<file path="src/rtl/peak_muldiv_if.sv">
// Issue/result bundle between the decoder, the RV32M execute unit and writeback.
// Flags are one-hot; BUSY stalls the pipe and READY marks a valid RESULT.
interface peak_muldiv_if;
    logic        START;
    logic        KILL;
    logic        INST_MUL;
    logic        INST_MULH;
    logic        INST_MULHSU;
    logic        INST_MULHU;
    logic        INST_DIV;
    logic        INST_DIVU;
    logic        INST_REM;
    logic        INST_REMU;
    logic [31:0] RS1_DATA;
    logic [31:0] RS2_DATA;
    logic        BUSY;
    logic        READY;
    logic [31:0] RESULT;

    modport master (
        output START, KILL,
        output INST_MUL, INST_MULH, INST_MULHSU, INST_MULHU,
        output INST_DIV, INST_DIVU, INST_REM, INST_REMU,
        output RS1_DATA, RS2_DATA,
        input  BUSY, READY, RESULT
    );

    modport slave (
        input  START, KILL,
        input  INST_MUL, INST_MULH, INST_MULHSU, INST_MULHU,
        input  INST_DIV, INST_DIVU, INST_REM, INST_REMU,
        input  RS1_DATA, RS2_DATA,
        output BUSY, READY, RESULT
    );
endinterface

</file>
<file path="src/rtl/peak_muldiv.sv">
// RV32M execute unit: 2-cycle multiply, 33-cycle radix-2 restoring divide.
// Results leave through registered BUSY/READY/RESULT only.
module peak_muldiv (
    input logic CLK,
    input logic RST,
    peak_muldiv_if.slave bus
);

    typedef enum logic [1:0] {IDLE, MUL, DIV, DONE} state_t;

    state_t      state;
    logic [31:0] a_reg;
    logic [31:0] b_reg;
    logic        sa;
    logic        sb;
    logic        hi;
    logic [31:0] dvd;
    logic [31:0] dvs;
    logic [32:0] rem;
    logic [4:0]  cnt;
    logic        negq;
    logic        negr;
    logic        divzero;
    logic        overflow;
    logic        is_rem;

    logic        is_mul;
    logic        is_div;
    logic        sdiv;
    logic [31:0] a_abs;
    logic [31:0] b_abs;

    assign is_mul = bus.INST_MUL | bus.INST_MULH
                  | bus.INST_MULHSU | bus.INST_MULHU;
    assign is_div = bus.INST_DIV | bus.INST_DIVU
                  | bus.INST_REM | bus.INST_REMU;
    assign sdiv   = bus.INST_DIV | bus.INST_REM;
    assign a_abs  = (sdiv && bus.RS1_DATA[31]) ? -bus.RS1_DATA : bus.RS1_DATA;
    assign b_abs  = (sdiv && bus.RS2_DATA[31]) ? -bus.RS2_DATA : bus.RS2_DATA;

    // 66-bit signed product; only the low 64 bits are ever observable.
    logic [32:0]        a_ext;
    logic [32:0]        b_ext;
    logic signed [63:0] prod;
    logic [31:0]        mul_res;

    assign a_ext   = {sa & a_reg[31], a_reg};
    assign b_ext   = {sb & b_reg[31], b_reg};
    assign prod    = $signed({{31{a_ext[32]}}, a_ext})
                   * $signed({{31{b_ext[32]}}, b_ext});
    assign mul_res = hi ? prod[63:32] : prod[31:0];

    logic [33:0] shifted;
    logic [33:0] trial;
    logic        take;
    logic [32:0] next_rem;
    logic [31:0] next_dvd;
    logic [31:0] quo;
    logic [31:0] rmd;
    logic [31:0] div_res;

    // Quotient bits shift into the dividend register as it empties.
    assign shifted  = {rem, dvd[31]};
    assign trial    = shifted - {2'b00, dvs};
    assign take     = ~trial[33];
    assign next_rem = take ? trial[32:0] : shifted[32:0];
    assign next_dvd = {dvd[30:0], take};

    always_comb begin
        quo = negq ? -next_dvd : next_dvd;
        rmd = negr ? -next_rem[31:0] : next_rem[31:0];
        if (divzero) begin
            quo = 32'hFFFF_FFFF;
            rmd = a_reg;
        end else if (overflow) begin
            quo = 32'h8000_0000;
            rmd = 32'h0;
        end
        div_res = is_rem ? rmd : quo;
    end

    always_ff @(posedge CLK) begin
        if (RST) begin
            state      <= IDLE;
            a_reg      <= '0;
            b_reg      <= '0;
            sa         <= 1'b0;
            sb         <= 1'b0;
            hi         <= 1'b0;
            dvd        <= '0;
            dvs        <= '0;
            rem        <= '0;
            cnt        <= '0;
            negq       <= 1'b0;
            negr       <= 1'b0;
            divzero    <= 1'b0;
            overflow   <= 1'b0;
            is_rem     <= 1'b0;
            bus.BUSY   <= 1'b0;
            bus.READY  <= 1'b0;
            bus.RESULT <= '0;
        end else begin
            bus.READY <= 1'b0;
            if (bus.KILL) begin
                state    <= IDLE;
                bus.BUSY <= 1'b0;
            end else begin
                unique case (state)
                    IDLE: begin
                        if (bus.START && is_mul) begin
                            a_reg    <= bus.RS1_DATA;
                            b_reg    <= bus.RS2_DATA;
                            sa       <= ~bus.INST_MULHU;
                            sb       <= bus.INST_MUL | bus.INST_MULH;
                            hi       <= ~bus.INST_MUL;
                            state    <= MUL;
                            bus.BUSY <= 1'b1;
                        end else if (bus.START && is_div) begin
                            a_reg    <= bus.RS1_DATA;
                            dvd      <= a_abs;
                            dvs      <= b_abs;
                            rem      <= '0;
                            cnt      <= '0;
                            negq     <= sdiv & (bus.RS1_DATA[31] ^ bus.RS2_DATA[31]);
                            negr     <= sdiv & bus.RS1_DATA[31];
                            divzero  <= (bus.RS2_DATA == 32'h0);
                            overflow <= sdiv
                                      && (bus.RS1_DATA == 32'h8000_0000)
                                      && (bus.RS2_DATA == 32'hFFFF_FFFF);
                            is_rem   <= bus.INST_REM | bus.INST_REMU;
                            state    <= DIV;
                            bus.BUSY <= 1'b1;
                        end
                    end
                    MUL: begin
                        bus.RESULT <= mul_res;
                        bus.READY  <= 1'b1;
                        state      <= DONE;
                    end
                    DIV: begin
                        dvd <= next_dvd;
                        rem <= next_rem;
                        cnt <= cnt + 5'd1;
                        if (cnt == 5'd31) begin
                            bus.RESULT <= div_res;
                            bus.READY  <= 1'b1;
                            state      <= DONE;
                        end
                    end
                    DONE: begin
                        state    <= IDLE;
                        bus.BUSY <= 1'b0;
                    end
                    default: state <= IDLE;
                endcase
            end
        end
    end

endmodule
</file>
<file path="src/flat_wrapper.sv">
// flat-port wrapper written by rule: the top's interface ports become plain ports
module peak_muldiv_flat 
  (CLK, RST, bus_START, bus_KILL, bus_INST_MUL, bus_INST_MULH, bus_INST_MULHSU, bus_INST_MULHU, bus_INST_DIV, bus_INST_DIVU, bus_INST_REM, bus_INST_REMU, bus_RS1_DATA, bus_RS2_DATA, bus_BUSY, bus_READY, bus_RESULT);
  peak_muldiv_if bus_i ();
  input logic CLK;
  input logic RST;
  input wire logic [$bits(bus_i.START)-1:0] bus_START;
  input wire logic [$bits(bus_i.KILL)-1:0] bus_KILL;
  input wire logic [$bits(bus_i.INST_MUL)-1:0] bus_INST_MUL;
  input wire logic [$bits(bus_i.INST_MULH)-1:0] bus_INST_MULH;
  input wire logic [$bits(bus_i.INST_MULHSU)-1:0] bus_INST_MULHSU;
  input wire logic [$bits(bus_i.INST_MULHU)-1:0] bus_INST_MULHU;
  input wire logic [$bits(bus_i.INST_DIV)-1:0] bus_INST_DIV;
  input wire logic [$bits(bus_i.INST_DIVU)-1:0] bus_INST_DIVU;
  input wire logic [$bits(bus_i.INST_REM)-1:0] bus_INST_REM;
  input wire logic [$bits(bus_i.INST_REMU)-1:0] bus_INST_REMU;
  input wire logic [$bits(bus_i.RS1_DATA)-1:0] bus_RS1_DATA;
  input wire logic [$bits(bus_i.RS2_DATA)-1:0] bus_RS2_DATA;
  output wire logic [$bits(bus_i.BUSY)-1:0] bus_BUSY;
  output wire logic [$bits(bus_i.READY)-1:0] bus_READY;
  output wire logic [$bits(bus_i.RESULT)-1:0] bus_RESULT;
  assign bus_i.START = bus_START;
  assign bus_i.KILL = bus_KILL;
  assign bus_i.INST_MUL = bus_INST_MUL;
  assign bus_i.INST_MULH = bus_INST_MULH;
  assign bus_i.INST_MULHSU = bus_INST_MULHSU;
  assign bus_i.INST_MULHU = bus_INST_MULHU;
  assign bus_i.INST_DIV = bus_INST_DIV;
  assign bus_i.INST_DIVU = bus_INST_DIVU;
  assign bus_i.INST_REM = bus_INST_REM;
  assign bus_i.INST_REMU = bus_INST_REMU;
  assign bus_i.RS1_DATA = bus_RS1_DATA;
  assign bus_i.RS2_DATA = bus_RS2_DATA;
  assign bus_BUSY = bus_i.BUSY;
  assign bus_READY = bus_i.READY;
  assign bus_RESULT = bus_i.RESULT;
  peak_muldiv u_core (.CLK(CLK), .RST(RST), .bus(bus_i));
endmodule
</file>
<file path="config.mk">
export PLATFORM = sky130hd
export DESIGN_NAME = peak_muldiv_flat
export DESIGN_NICKNAME = d
export VERILOG_FILES = /design/src/rtl/peak_muldiv_if.sv /design/src/rtl/peak_muldiv.sv /design/src/flat_wrapper.sv
export SDC_FILE = /design/constraint.sdc
export NUM_CORES = 2
export LEC_CHECK = 0
export ABC_AREA = 1
export CAP_MARGIN = 10
export CORE_ASPECT_RATIO = 1.1
export CORE_MARGIN = 2
export CORE_UTILIZATION = 65
export CTS_BUF_LIST = sky130_fd_sc_hd__clkbuf_4 sky130_fd_sc_hd__clkbuf_8
export DETAILED_ROUTE_END_ITERATION = 8
export GPL_TIMING_DRIVEN = 0
export PLACE_DENSITY = 0.9
export SLEW_MARGIN = 30
export SYNTH_ARGS = -nofsm -noshare
export SYNTH_HDL_FRONTEND = slang
export SYNTH_SLANG_ARGS = --single-unit
</file>
<file path="constraint.sdc">
create_clock -name CLK -period 22.5 [get_ports CLK]
set_clock_uncertainty 0.05 [all_clocks]
set_input_delay 5.625 -clock CLK [delete_from_list [all_inputs] [get_ports CLK]]
set_output_delay 5.625 -clock CLK [all_outputs]
set_load 0.01 [all_outputs]
</file>
# Word level (Yosys, flattened, before mapping)
# Cells that the tools add are included.
# totals
reg_bits,210
word_cells,106
out_inout_bits,34
# op_classes
eq_ne,10
n_reduce_logical,20
n_mux,33
mul,1
bitwise,18
n_addsub,6
# op_table
operator,n
32-bit two-way mux,15
32-bit negator,4
32-bit one-hot mux with 2 select lines,2
33-bit two-way mux,3
33-bit one-hot mux with 2 select lines,1
32-bit == test (second input constant),2
33-bit by 33-bit multiplier with 64-bit output,1
34-bit by 32-bit subtractor with 34-bit output,1
32-bit logical NOT,1
5-bit two-way mux,2
5-bit one-hot mux with 2 select lines,1
3-bit AND reduction,3
1-bit OR,8
2-bit one-hot mux with 4 select lines,1
4-bit AND reduction,2
2-bit nonzero test,4
1-bit logical AND,6
2-bit two-way mux,3
5-bit by 1-bit adder with 5-bit output (second input constant),1
5-bit == test (second input constant),1
1-bit NOT,5
1-bit AND,4
2-bit == test (second input constant),2
2-bit by 1-bit != test with 1-bit output (second input constant),2
other kinds (9),13

# Logic depth before layout (Yosys ltp)
# depth
ltp_word,9
depth_mapped,37

# Worst setup path after synthesis
# Ideal clock, no wire load.
# synth_timing
path_kind,input-to-reg
startpoint,in bus_RS1_DATA[1]
endpoint,reg u_core.dvd[30]
stages,17
setup_ps,74
path_slack_ps,14657
arrival_ps,7718
n_path_buf,0
cell_sequence,inv_1 ha_1 inv_1 nor3_1 nor3b_1 inv_1 nor3_1 nand2_1 inv_1 nand3_1 nor4_1 nor2_1 a21oi_1 o21ai_0 a21oi_1 o21ai_0 a31oi_1
# synth_between
elab_chain_cells,5
# synth_lines
item,line_no,text
start: declaration,flat_wrapper.sv:17,input wire logic [$bits(bus_i.RS1_DATA)-1:0] bus_RS1_DATA;
32-bit negator,peak_muldiv.sv:38,assign a_abs = (sdiv && bus.RS1_DATA[31]) ? -bus.RS1_DATA : bus.RS1_DATA;
32-bit two-way mux,peak_muldiv.sv:38,
32-bit two-way mux,peak_muldiv.sv:118,end else if (bus.START && is_div) begin
32-bit two-way mux,peak_muldiv.sv:110,if (bus.START && is_mul) begin
32-bit one-hot mux with 2 select lines,peak_muldiv.sv:108,unique case (state)
end signal: assignment,peak_muldiv.sv:120,dvd <= a_abs;
end signal: assignment,peak_muldiv.sv:141,dvd <= next_dvd;
end: declaration,peak_muldiv.sv:17,logic [31:0] dvd;
# No other way between the ends. The select of a mux whose other input is x is not followed.
# A chain may end at the register's enable or synchronous reset.

# Final worst setup path
# layout_timing
startpoint,reg u_core.a_reg[22]
endpoint,reg u_core.bus.RESULT[23]
# layout_between
elab_chain_cells,3
# layout_lines
item,line_no,text
start: declaration,peak_muldiv.sv:12,logic [31:0] a_reg;
start signal: assignment,peak_muldiv.sv:111,a_reg <= bus.RS1_DATA;
start signal: assignment,peak_muldiv.sv:119,a_reg <= bus.RS1_DATA;
33-bit by 33-bit multiplier with 64-bit output,peak_muldiv.sv:50,"* $signed({{31{b_ext[32]}}, b_ext});"
32-bit two-way mux,peak_muldiv.sv:51,assign mul_res = hi ? prod[63:32] : prod[31:0];
32-bit one-hot mux with 2 select lines,peak_muldiv.sv:108,
end signal: assignment,peak_muldiv.sv:136,bus.RESULT <= mul_res;
end signal: assignment,peak_muldiv.sv:145,bus.RESULT <= div_res;
end: declaration,peak_muldiv_if.sv:33,"output BUSY, READY, RESULT"
# No other way between the ends.

==> results.md <==
- Status: completed
- Number of CTS-inserted buffers: 36
- Worst EP arrival: 10700 ps
- Total track usage: 0.539
- Largest register FFs: 33
- Core area: 82900 um^2
- Via-per-instance ratio: 6.04
- Port bufs: 109
- CP peak stage delay: 900 ps
- Largest net degree at the start of global routing: 25
- WP data required: 22930 ps
- First-pass GRT wire length: 332 mm
- Yosys cell types: 53
- Hold crit path type: reg -> reg
- Worst Hold Endpoint: u_core.dvs[6]$_SDFFE_PP0P_
- Clk root buf: clkbuf_8
- Vias: 52000
- YS warnings: 0
- Top cells by count, synth: 1870 x inv_1, 1840 x nand2_1, 1126 x fa_1
- Final-report hold violation count: 0
- FP Rows: 111
- Slowest CP cell: clkbuf_1
- Max rail drop VDD: 0.0000586 V
- Initial antenna violation count: 16
- DR iter-0 viols: 6309
- Post-CTS Hold Buffers: 0
- Syn Nets: 8816
- Hold slack: 424 ps
- Syn Area/Cell: 7.36 um^2
- Hold path cells: 2
- Setup Viol. Count Final: 0
- CTS clock-pin slew for the worst setup and hold paths: 90 ps
- RSZ-0062 raised after global routing: false
- Vias in the first global route: 52900
- Startpoint Class: register
- Synth-to-layout area growth: 6.29%
- Max-slew headroom: 0.204
- Seq cells post-synth: 210
- FMAX: 0.0974 GHz
- Crit-path max FO: 10
- Max-slew violations: 0
- Hold path startpoint: u_core.dvs[6]$_SDFFE_PP0P_
- Initial Util: 0.653
- R2r startpoint: u_core.a_reg[22]$_SDFFE_PP0P_
- Tmin final: 10270 ps
- Resize count post-CTS: 0
- Drt wl/cell: 26.3 um
- Die Wd: 279 um
- Period utilisation layout: 0.456
- Share of post-route cells with drive strength above 1: 0.0261
- Area leader, netlist: fa_1
- Most flop-heavy register: u_core.rem
- Synth top area share: 0.416
- WS Path Type: reg -> reg
- # IOs: 110
- Drt first pass iters: 8
- H-tree depth: 2
- Post-CTS Setup Repair Bufs: 0
- Power Dens Cells: 59.6 nW/um^2
- Synth top area cells: fa_1 42%, inv_1 13%, nand2_1 13%
- Most frequent CP cell: fa_1
- Sequential element share of the synthesized area: 0.0776
- Dpl hpwl: 190 mm
- Post-route ant nets: 0
- Setup TNS: 0 ps
- DRC: 0
- Max Cap Violations: 0
- Nets: 8965
- CTS tree: built
- Global route total overflow: 0
- Worst R2R Path Depth: 32
- Clk_lat worst skew: 610 ps
- Asr flop ratio synth: 0
- Routed WL: 227 mm
- Leakage: 30.5 nW
- Multi-input gate area: 41400 um^2
- Internal reg-to-reg setup slack: 12230 ps
- Top-count cell post-synth: inv_1
- Fill cell count: 7086
- EDFF count, synth: 0
- Ys flop type: dfxtp_1
- Die Footprint: 85700 um^2
- Clock Sinks: 210
- Seq. cell area: 4200 um^2
- Worst Max-Slew Pin Slew: 1190 ps
- RD Place Congestion: 1.13
- CTS max path bufs: 3
- Mapped Area: 54200 um^2
- Worst setup EP type: register
- Post-synthesis instance total: 7359
- Critical R2R Capture: u_core.bus.RESULT[23]$_SDFFE_PP0P_
- Height of the die: 307 um
==> where the power goes <==
group / switching (mW) / internal, mW
Clock: 0.190 / 0.246
Sequential: 0.0172 / 0.397
Combinational: 1.77 / 0.809
==> metrics by stage <==
stage / power, mW / instances / utilization / cell area, um^2 / worst slack (ps)
detailed placement: 2.86 / 8541 / 0.683 / 56600 / 12510
floorplan: 1.96 / 7359 / - / 54200 / 14660
global route: 3.60 / 8614 / 0.694 / 57600 / 11970
global placement: 2.83 / 8541 / 0.683 / 56600 / 12290
finish: 3.43 / 8621 / 0.694 / 57600 / 12230
CTS: 3.31 / 8605 / 0.693 / 57500 / 12490
==> cell type report <==
type / instances / area share
clock inverters: 15 / 0.00385
diodes: 14 / 0.000608
multi-input cells: 4887 / 0.719
flip-flops and latches: 210 / 0.0730
clock buffers: 49 / 0.0112
inverters: 1877 / 0.122
plain buffers: 385 / 0.0270
repair buffers: 111 / 0.0193
well taps: 1073 / 0.0233
==> logic make-up (layout without fill, tap and decap cells) <==
logic type                 count (synthesis)  in the layout  share of synthesized area
AOI/OAI and AO/OA                        849            849                     0.0850
adders and majority gates               1381           1381                      0.475
buffers and inverters                   2262           2437                      0.158
and+or+nand+nor                         2563           2563                      0.189
DFF                                      210            210                     0.0776
xor gates and xnor gates                  94             94                     0.0152
other                                      0             14                          0
==> worst max-delay path by stage <==
| stage | from | end | cells past startpoint |
|---|---|---|---|
| 6_report | u_core.a_reg[22]$_SDFFE_PP0P_ | u_core.bus.RESULT[23]$_SDFFE_PP0P_ | 32 |
| 5_1_grt | u_core.a_reg[31]$_SDFFE_PP0P_ | u_core.bus.RESULT[31]$_SDFFE_PP0P_ | 29 |
| 4_1_cts | u_core.a_reg[31]$_SDFFE_PP0P_ | u_core.bus.RESULT[31]$_SDFFE_PP0P_ | 29 |
| 3_5_place_dp | u_core.a_reg[31]$_SDFFE_PP0P_ | u_core.bus.RESULT[31]$_SDFFE_PP0P_ | 29 |
| 3_3_place_gp | u_core.b_reg[21]$_SDFFE_PP0P_ | u_core.bus.RESULT[23]$_SDFFE_PP0P_ | 32 |
| 2_1_floorplan | bus_RS1_DATA[1] | u_core.dvd[30]$_SDFFE_PP0P_ | 17 |
==> critical path: cells and delay by family (launching register included) <==
kind | cells | cell delay (ps)
buffers and inverters | 8 | 2100
AOI/OAI and AO/OA | 7 | 2070
and+or+nand+nor | 8 | 1070
adders and majority gates | 9 | 4560
DFF | 1 | 310
==> cell usage in the layout, fill, tap and decap left out, types with 10 or more instances in the layout <==
cell and count:
buf_2 11, nor3_1 53, nand3_1 149, xnor2_1 47
buf_1 19, o22ai_1 11, nor4_1 13, clkdlybuf4s50_1 109
clkbuf_8 44, nand2_1 1840, o211ai_1 23, nand2_2 23
a21oi_1 404, diode_2 14, or2_2 17, a31oi_1 44
xor2_1 47, inv_1 1870, nor2_2 15, clkbuf_2 36
nand4_1 33, nand3b_1 14, o21ai_1 15, fa_1 1125
o21bai_1 16, o21ai_0 276, nor2_1 389, a211oi_1 10
clkbuf_1 311, ha_1 255, dfxtp_1 210
==> per-layer routing <==
metal / track usage / wire length (um)
met2: 0.804 / 95800
met4: 0.515 / 28100
met3: 0.191 / 32400
met5: 0 / 18
met1: 0.597 / 70800
(Power assumes the default switching activity.)
